### config.mk
export PLATFORM = sky130hd
export DESIGN_NAME = tiny_dnn_seq
export DESIGN_NICKNAME = d
export VERILOG_FILES = /design/src/rtl/tiny_dnn_pkg.sv /design/src/rtl/tiny_dnn_seq.sv
export SDC_FILE = /design/constraint.sdc
export NUM_CORES = 1
export LEC_CHECK = 0
export ABC_AREA = 1
export ABC_CLOCK_PERIOD_IN_PS = 1980
export CORE_MARGIN = 2
export CORE_UTILIZATION = 33
export CTS_CLUSTER_SIZE = 10
export DETAILED_ROUTE_END_ITERATION = 6
export PLACE_DENSITY = 0.73
export SLEW_MARGIN = 10
export SYNTH_ARGS = -nofsm -noshare
export SYNTH_HDL_FRONTEND = slang
export SYNTH_SLANG_ARGS = --single-unit
### constraint.sdc
create_clock -name clk -period 1.98 [get_ports clk]
set_clock_uncertainty 0.05 [all_clocks]
set_input_delay 0.297 -clock clk [delete_from_list [all_inputs] [get_ports clk]]
set_output_delay 0.297 -clock clk [all_outputs]
set_load 0.02 [all_outputs]
### src/rtl/tiny_dnn_pkg.sv
// Shared types and sizing for the tiny_dnn layer sequencer.
package tiny_dnn_pkg;

    localparam int F_NUM   = 16;
    localparam int F_SIZE  = 512;
    localparam int AW      = 13;
    localparam int FMA_LAT = 2;

    localparam int CW = $clog2(F_NUM);
    localparam int IW = $clog2(F_SIZE);
    localparam int LW = 10;

    typedef enum logic [2:0] {
        S_IDLE,
        S_INIT,
        S_EXEC,
        S_DRAIN,
        S_RD_ADDR,
        S_RD_WAIT,
        S_RD_OUT
    } seq_state_t;

endpackage

### src/rtl/tiny_dnn_seq.sv
// Layer sequencer for tiny_dnn_top: weight load, init, exec stream, drain, readout.
// Exec 1 beat/cycle under src_valid; readout 1 result per 3 cycles, held until dst_ready.
import tiny_dnn_pkg::*;

module tiny_dnn_seq (
    input  logic              clk,
    input  logic              reset,
    input  logic              wl_valid,
    output logic              wl_ready,
    input  logic [AW-1:0]     wl_addr,
    input  logic [31:0]       wl_data,
    input  logic              start,
    input  logic [LW-1:0]     in_len,
    output logic              busy,
    input  logic              src_valid,
    output logic              src_ready,
    input  logic [31:0]       src_data,
    output logic              dst_valid,
    input  logic              dst_ready,
    output logic [31:0]       dst_data,
    output logic              dst_last,
    output logic              dnn_write,
    output logic              dnn_init,
    output logic              dnn_exec,
    output logic [AW-1:0]     dnn_a,
    output logic [31:0]       dnn_d,
    input  logic [31:0]       dnn_x
);

    seq_state_t      state_q, state_d;
    logic [LW-1:0]   len_q;
    logic [LW-1:0]   idx_q;
    logic [CW-1:0]   rn_q;
    logic [1:0]      drain_q;
    logic [31:0]     dst_data_q;

    logic [AW-1:0]   idx_addr;
    logic [AW-1:0]   rn_addr;

    assign idx_addr = AW'(idx_q[IW-1:0]);
    assign rn_addr  = AW'(rn_q);
    assign dst_data = dst_data_q;

    always_ff @(posedge clk) begin
        if (reset) begin
            state_q <= S_IDLE;
        end else begin
            state_q <= state_d;
        end
    end

    // Outputs are gated by reset so a mid-run abort shows all-zero controls at once.
    always_comb begin
        state_d   = state_q;
        wl_ready  = 1'b0;
        src_ready = 1'b0;
        dst_valid = 1'b0;
        dst_last  = 1'b0;
        busy      = 1'b0;
        dnn_write = 1'b0;
        dnn_init  = 1'b0;
        dnn_exec  = 1'b0;
        dnn_a     = '0;
        dnn_d     = '0;
        if (!reset) begin
            busy = (state_q != S_IDLE);
            unique case (state_q)
                S_IDLE: begin
                    wl_ready = !start;
                    if (start) begin
                        state_d = S_INIT;
                    end else if (wl_valid) begin
                        dnn_write = 1'b1;
                        dnn_a     = wl_addr;
                        dnn_d     = wl_data;
                    end
                end
                S_INIT: begin
                    dnn_init = 1'b1;
                    state_d  = (len_q == '0) ? S_DRAIN : S_EXEC;
                end
                S_EXEC: begin
                    src_ready = 1'b1;
                    dnn_a     = idx_addr;
                    if (src_valid) begin
                        dnn_exec = 1'b1;
                        dnn_d    = src_data;
                        if (idx_q == len_q - LW'(1)) begin
                            state_d = S_DRAIN;
                        end
                    end
                end
                S_DRAIN: begin
                    if (drain_q == 2'(FMA_LAT - 1)) begin
                        state_d = S_RD_ADDR;
                    end
                end
                // top re-registers x whenever controls are low, so a holds rn through readout
                S_RD_ADDR: begin
                    dnn_a   = rn_addr;
                    state_d = S_RD_WAIT;
                end
                S_RD_WAIT: begin
                    dnn_a   = rn_addr;
                    state_d = S_RD_OUT;
                end
                S_RD_OUT: begin
                    dnn_a     = rn_addr;
                    dst_valid = 1'b1;
                    dst_last  = (rn_q == CW'(F_NUM - 1));
                    if (dst_ready) begin
                        state_d = (rn_q == CW'(F_NUM - 1)) ? S_IDLE : S_RD_ADDR;
                    end
                end
                default: state_d = S_IDLE;
            endcase
        end
    end

    always_ff @(posedge clk) begin
        if (reset) begin
            len_q      <= '0;
            idx_q      <= '0;
            rn_q       <= '0;
            drain_q    <= '0;
            dst_data_q <= '0;
        end else begin
            unique case (state_q)
                S_IDLE: begin
                    if (start) begin
                        len_q <= (in_len > LW'(F_SIZE)) ? LW'(F_SIZE) : in_len;
                        idx_q <= '0;
                    end
                end
                S_INIT: begin
                    drain_q <= '0;
                end
                S_EXEC: begin
                    drain_q <= '0;
                    if (src_valid) begin
                        idx_q <= idx_q + LW'(1);
                    end
                end
                S_DRAIN: begin
                    drain_q <= drain_q + 2'd1;
                    rn_q    <= '0;
                end
                S_RD_WAIT: begin
                    dst_data_q <= dnn_x;
                end
                S_RD_OUT: begin
                    if (dst_ready) begin
                        rn_q <= rn_q + CW'(1);
                    end
                end
                default: ;
            endcase
        end
    end

endmodule
### Yosys cells after proc, flatten, opt, wreduce, memory -nomap -nowiden

Cells that the tools add are included.

* bits in registers: 61
* input port bits: 125
* output and inout port bits: 85

* add/sub/neg operators: 4
* $lt $le $gt $ge: 1
* equality and inequality tests: 14
* mux-type cells: 42
* reductions and logical operators: 13

Operator list (count)
* 32-bit 2-to-1 mux: 4
* 32-bit case mux with 2 select lines: 1
* 13-bit 2-to-1 mux: 3
* 13-bit case mux with 3 select lines: 1
* 10-bit 2-to-1 mux: 3
* 3-bit case mux with 7 select lines: 1
* 10-bit case mux with 2 select lines: 1
* 1-bit 2-to-1 mux: 19
* 3-bit 2-to-1 mux: 6
* 10-bit by 1-bit adder with 10-bit output, second input constant: 1
* 10-bit equality test: 1
* 10-bit > comparator, second input constant: 1
* 10-bit logical NOT: 1
* 2-bit inequality test, second input constant: 5
* 10-bit by 1-bit subtractor with 10-bit output, second input constant: 1
* 3-bit equality test, second input constant: 3
* 4-bit case mux with 2 select lines: 1
* 3-bit by 2-bit equality test with 1-bit output, second input constant: 2
* 2-bit nonzero test: 3
* 5-bit AND reduction: 1
* 4-bit by 1-bit adder with 4-bit output, second input constant: 1
* 4-bit equality test, second input constant: 1
* 4-bit 2-to-1 mux: 1
* 2-bit case mux with 2 select lines: 1
* 10 further kinds: 11

### Longest topological paths before layout

* word-level depth: 5
* depth in mapped cells: 15
* mapped depth without buffers: 15

### Least setup slack after synthesis

Ideal clock, no wire load.

* path kind: reg-to-output
* start point: register state_q[0]
* end point: output dnn_a[6]
* arrival: 1520 ps
* slack: 113 ps
* cell stages (with the launch flop): 12
* path buffers: 2
* path through: dfxtp_1 > buf_4 > inv_2 > nand2_4 > nor2_4 > inv_2 > nor2_4 > nand2_2 > inv_2 > buf_4 > a22oi_1 > nor2_1

* word-level cells in the longest chain between the ends: 4
* elaborated cells on any way between the ends: 8
* classes of those cells: 4 x eq/ne; 2 x mux; 2 x reduce/logical

Ends and longest elaborated chain
* start, declared: RTL line tiny_dnn_seq.sv:30 `seq_state_t state_q, state_d;`
* start signal, assigned: RTL line tiny_dnn_seq.sv:48 `state_q <= state_d;`
* 3-bit equality test: RTL line tiny_dnn_seq.sv:67 `unique case (state_q)`
* 3-bit OR reduction (no line)
* 13-bit case mux with 3 select lines *: RTL line tiny_dnn_seq.sv:67
* 13-bit 2-to-1 mux *: RTL line tiny_dnn_seq.sv:65 `if (!reset) begin`
* end, declared: RTL line tiny_dnn_seq.sv:25 `output logic [AW-1:0] dnn_a,`

Mark *: on every way between the ends. The rest lies on a longest branch, timed or not.

### Worst setup path in the final report

* start point: register state_q[1]
* end point: output dnn_d[25]

* word-level cells in the longest chain between the ends: 3
* elaborated cells on any way between the ends: 4
* classes of those cells: 1 x eq/ne; 2 x mux; 1 x reduce/logical

Ends and longest elaborated chain
* 3-bit by 2-bit equality test with 1-bit output / 3-bit logical NOT (equally long branches): RTL line tiny_dnn_seq.sv:67
* 32-bit case mux with 2 select lines *: RTL line tiny_dnn_seq.sv:67
* 32-bit 2-to-1 mux *: RTL line tiny_dnn_seq.sv:65
* end, declared: RTL line tiny_dnn_seq.sv:26 `output logic [31:0] dnn_d,`

Marked as above.

==> results.md <==
- RR Endpoint: state_q[2]
- Sequential element share of the synthesized area: 34.2%
- Mux cell area share after synthesis: 0%
- Worst Setup Path Type: flip-flop to output pin
- I/O Buffers: 209
- Startpoint types: flip-flop
- Final nets: 898
- Layout area overhead: 76.2%
- Gr usage total: 23.7%
- Inst Count DP: 886
- Htree depth: 3
- RSZ-0062 raised after global routing: true
- Clk pin slew, worst setup/hold paths: 0.07 ns
- Minimum clock period: 2.20 ns
- XOR/XNOR Fraction of Synth Area: 0.981%
- Fmax: 0.454 GHz
- GR Overflow Total: 0
- Power Dens Cells: 896 nW/um2
- R2R Setup Slk: 0.19 ns
- Final hold vios: 0
- Syn avg cell area: 6.74 um2
- Later-pin clock latency in the skew report: 0.34 ns
- Worst Max-Slew Pin Slew: 0.421 ns
- Crit. End Element: output pin
- Initial core utilization: 34.3%
- R2R cell count: 15
- DRT iter0 DRCs: 257
- Simple-gate share of the synthesized area: 25.8%
- Post-synth EDFFs: 0
- CP delay by family, top: buffers and inverters
- Synth area leader: dfxtp_1
- Rows: 37
- Share of layout cells above drive strength 1: 20.3%
- Final setup viols: 45
- Largest cells by area after synthesis: dfxtp_1, inv_1, nor2_1
- Final ANT Viol Nets: 0
- Worst hold path stage count: 2
- Synth Area in Adders: 1.40%
- Largest family of logic cells by synthesized area: simple AND/OR/NAND/NOR gates
- Hold path start: reset
- Critical Path Max Stage Delay: 0.33 ns
- IO Pins: 210
- Worst path cell trace: inv_2 > nand2_4 > nor2_4 > inv_2 > nor2_4 > nand2_2 > inv_4 > buf_12 > buf_8 > a22oi_1 > nor2_1 > buf_4
- Share of the synthesized area in the top cell type: 34.2%
- Crit path DAT: 1.86 ns
- Post-Layout Cell Count: 910
- Synth Cell Area: 3570 um2
- CTS root buf: clkbuf_8
- Leakage: 0.00257 uW
- Worst path required time: 1.63 ns
- Placed Area: 6010 um2
- CTS Sinks: 61
- Maximum clock path buffer count: 2
- Worst setup margin: -0.222 ns
- Vias per inst: 4.91
- # diodes: 0
- Hold_buf cts: 0
- CTS tree: yes
- Largest net degree at the start of global routing: 43
- DP HPWL: 10800 um
- Worst VDD drop: 504 uV
- Yosys cell types: 36
- Die width: 108 um
- Drt drc: 0
- Mapped Cells: 530
- Worst path bufs/invs: 6
- Post-synthesis compound-gate area fraction: 24.4%
- FFs w/ async S/R, synth: 0%
- Slowest stage cell, crit path: dfxtp_2
- Failing checks: setup timing
- Pre-Repair DR Iteration Count: 5
- Routed len/inst: 15.6 um
- Yosys warns: 0
- Peak fanout along the critical path: 14
- Synth Flop Type: dfxtp_1
- Die ar.: 11700 um2
- Max Slew Vio Count: 0
- Core footprint: 10400 um2
- Period Utilization, post-route: 111%
- Hold Crit Class: primary input to flip-flop
- Initial antenna violation count: 0
- Fin area: 6290 um2
- Yosys reg bits: 61
- DIE HEIGHT: 108 um
- Syn_nets: 659
- Via count: 4464
- Drt total wl: 14200 um
- Max-cap viol count: 0
- Slew headroom: 71.7%
- Hold EP: idx_q[1]
- FILL cells: 956
- Routability cong.: 0.915
- Reg-to-reg startpoint: len_q[0]
- Vias in the first global route: 4587
- Status: finished with violations
- Global-route wire length before repair: 22000 um
- CTS Buf Count: 9
repair_timing:
item,CTS,global route
endpoints found under the setup margin,52,48
buffers inserted,5,2
hold endpoints to repair,0,0
pin swaps,3,11
resized for setup,260,15
gates cloned,3,0
Yosys cell counts, types with 4 or more instances:
| cell type | number |
|---|---|
| a21oi_1 | 53 |
| a22oi_1 | 37 |
| buf_2 | 4 |
| buf_4 | 5 |
| clkbuf_1 | 16 |
| dfxtp_1 | 61 |
| ha_1 | 4 |
| inv_1 | 83 |
| inv_2 | 5 |
| nand2_1 | 58 |
| nand2_4 | 5 |
| nand3_1 | 17 |
| nand4_1 | 5 |
| nor2_1 | 76 |
| nor3_1 | 14 |
| nor3b_1 | 5 |
| o21ai_0 | 40 |
| o22ai_1 | 11 |
placed cells by master, fill, tap and decap left out, types with 4 or more instances in the layout:
cell type        Yosys  layout
clkdlybuf4s50_1      0     155
nor2_1              76      76
a21oi_1             53      53
nor3b_2              1       5
a22oi_1             37      30
o22ai_1             11       8
dfxtp_1             61      58
nand2_4              5       5
buf_12               0       4
nand3_1             17      15
a22oi_2              0       7
o21ai_0             40      40
inv_1               83      83
buf_4                5      85
nand4_1              5       5
clkbuf_8             0       9
nor3_1              14      14
inv_2                5       4
nand2_1             58      57
flip-flops by register name (all words and copies together) (netlist names):
name and flops:
drain_q 2, idx_q 10, len_q 10, dst_data 32
rn_q 4, state_q 3
logic make-up after synthesis:
kind of cell,count (synthesis)
fa+ha+maj,4
flops,61
compound gates,148
buf+inv,117
simple gates,196
xor+xnor,4
stage by stage:
step	total power (uW)	setup WS, ns	utilization (%)	setup TNS (ns)	hold WS (ns)
after floorplan	3030	0.113	-	0	0.386
after global placement	4240	-0.447	57.7	-17.21	0.382
after detailed placement	4310	-0.452	57.7	-18.15	0.389
after CTS	5640	-0.221	60.4	-8.19	0.187
after global routing	5990	-0.319	60.4	-10.80	0.215
final	5640	-0.222	60.4	-5.78	0.209
routing by layer:
metal / GRT usage, % / part of all wire [%] / up-vias
met3: 7.35 / 6.5 / 23
met4: 6.59 / 1.9 / 0
met2: 40.3 / 50 / 158
met1: 28.9 / 42 / 2053
li1: - / - / 2230
met5: 0 / 0 / -
area by class of cell:
class	instances	area (um2)	area share, %
clock inverters	7	82.6	1.31
clock buffers	9	124	1.97
inverters	91	349	5.55
flip-flops and latches	61	1220	19.5
repair buffers	254	2380	37.8
multi-input cells	352	1970	31.2
well taps	136	170	2.70
worst max-delay path by stage:
stage / start / end / slack, ns / depth (start not counted)
6_report: state_q[1] / dnn_d[25] / -0.22 / 12
5_1_grt: state_q[1] / dnn_d[0] / -0.32 / 12
2_1_floorplan: state_q[0] / dnn_a[6] / 0.11 / 11
3_5_place_dp: src_valid / dnn_d[13] / -0.45 / 7
3_3_place_gp: start / dnn_d[13] / -0.45 / 8
4_1_cts: state_q[1] / dnn_d[25] / -0.22 / 12
power by group:
part | switching (uW) | internal [uW] | leakage [uW]
logic | 1590 | 1360 | 0.00198
clock network | 555 | 600 | 0.0000984
registers | 115 | 1410 | 0.000496
total | 2260 | 3380 | 0.00257
No activity file was read; power rests on OpenSTA's default activity.
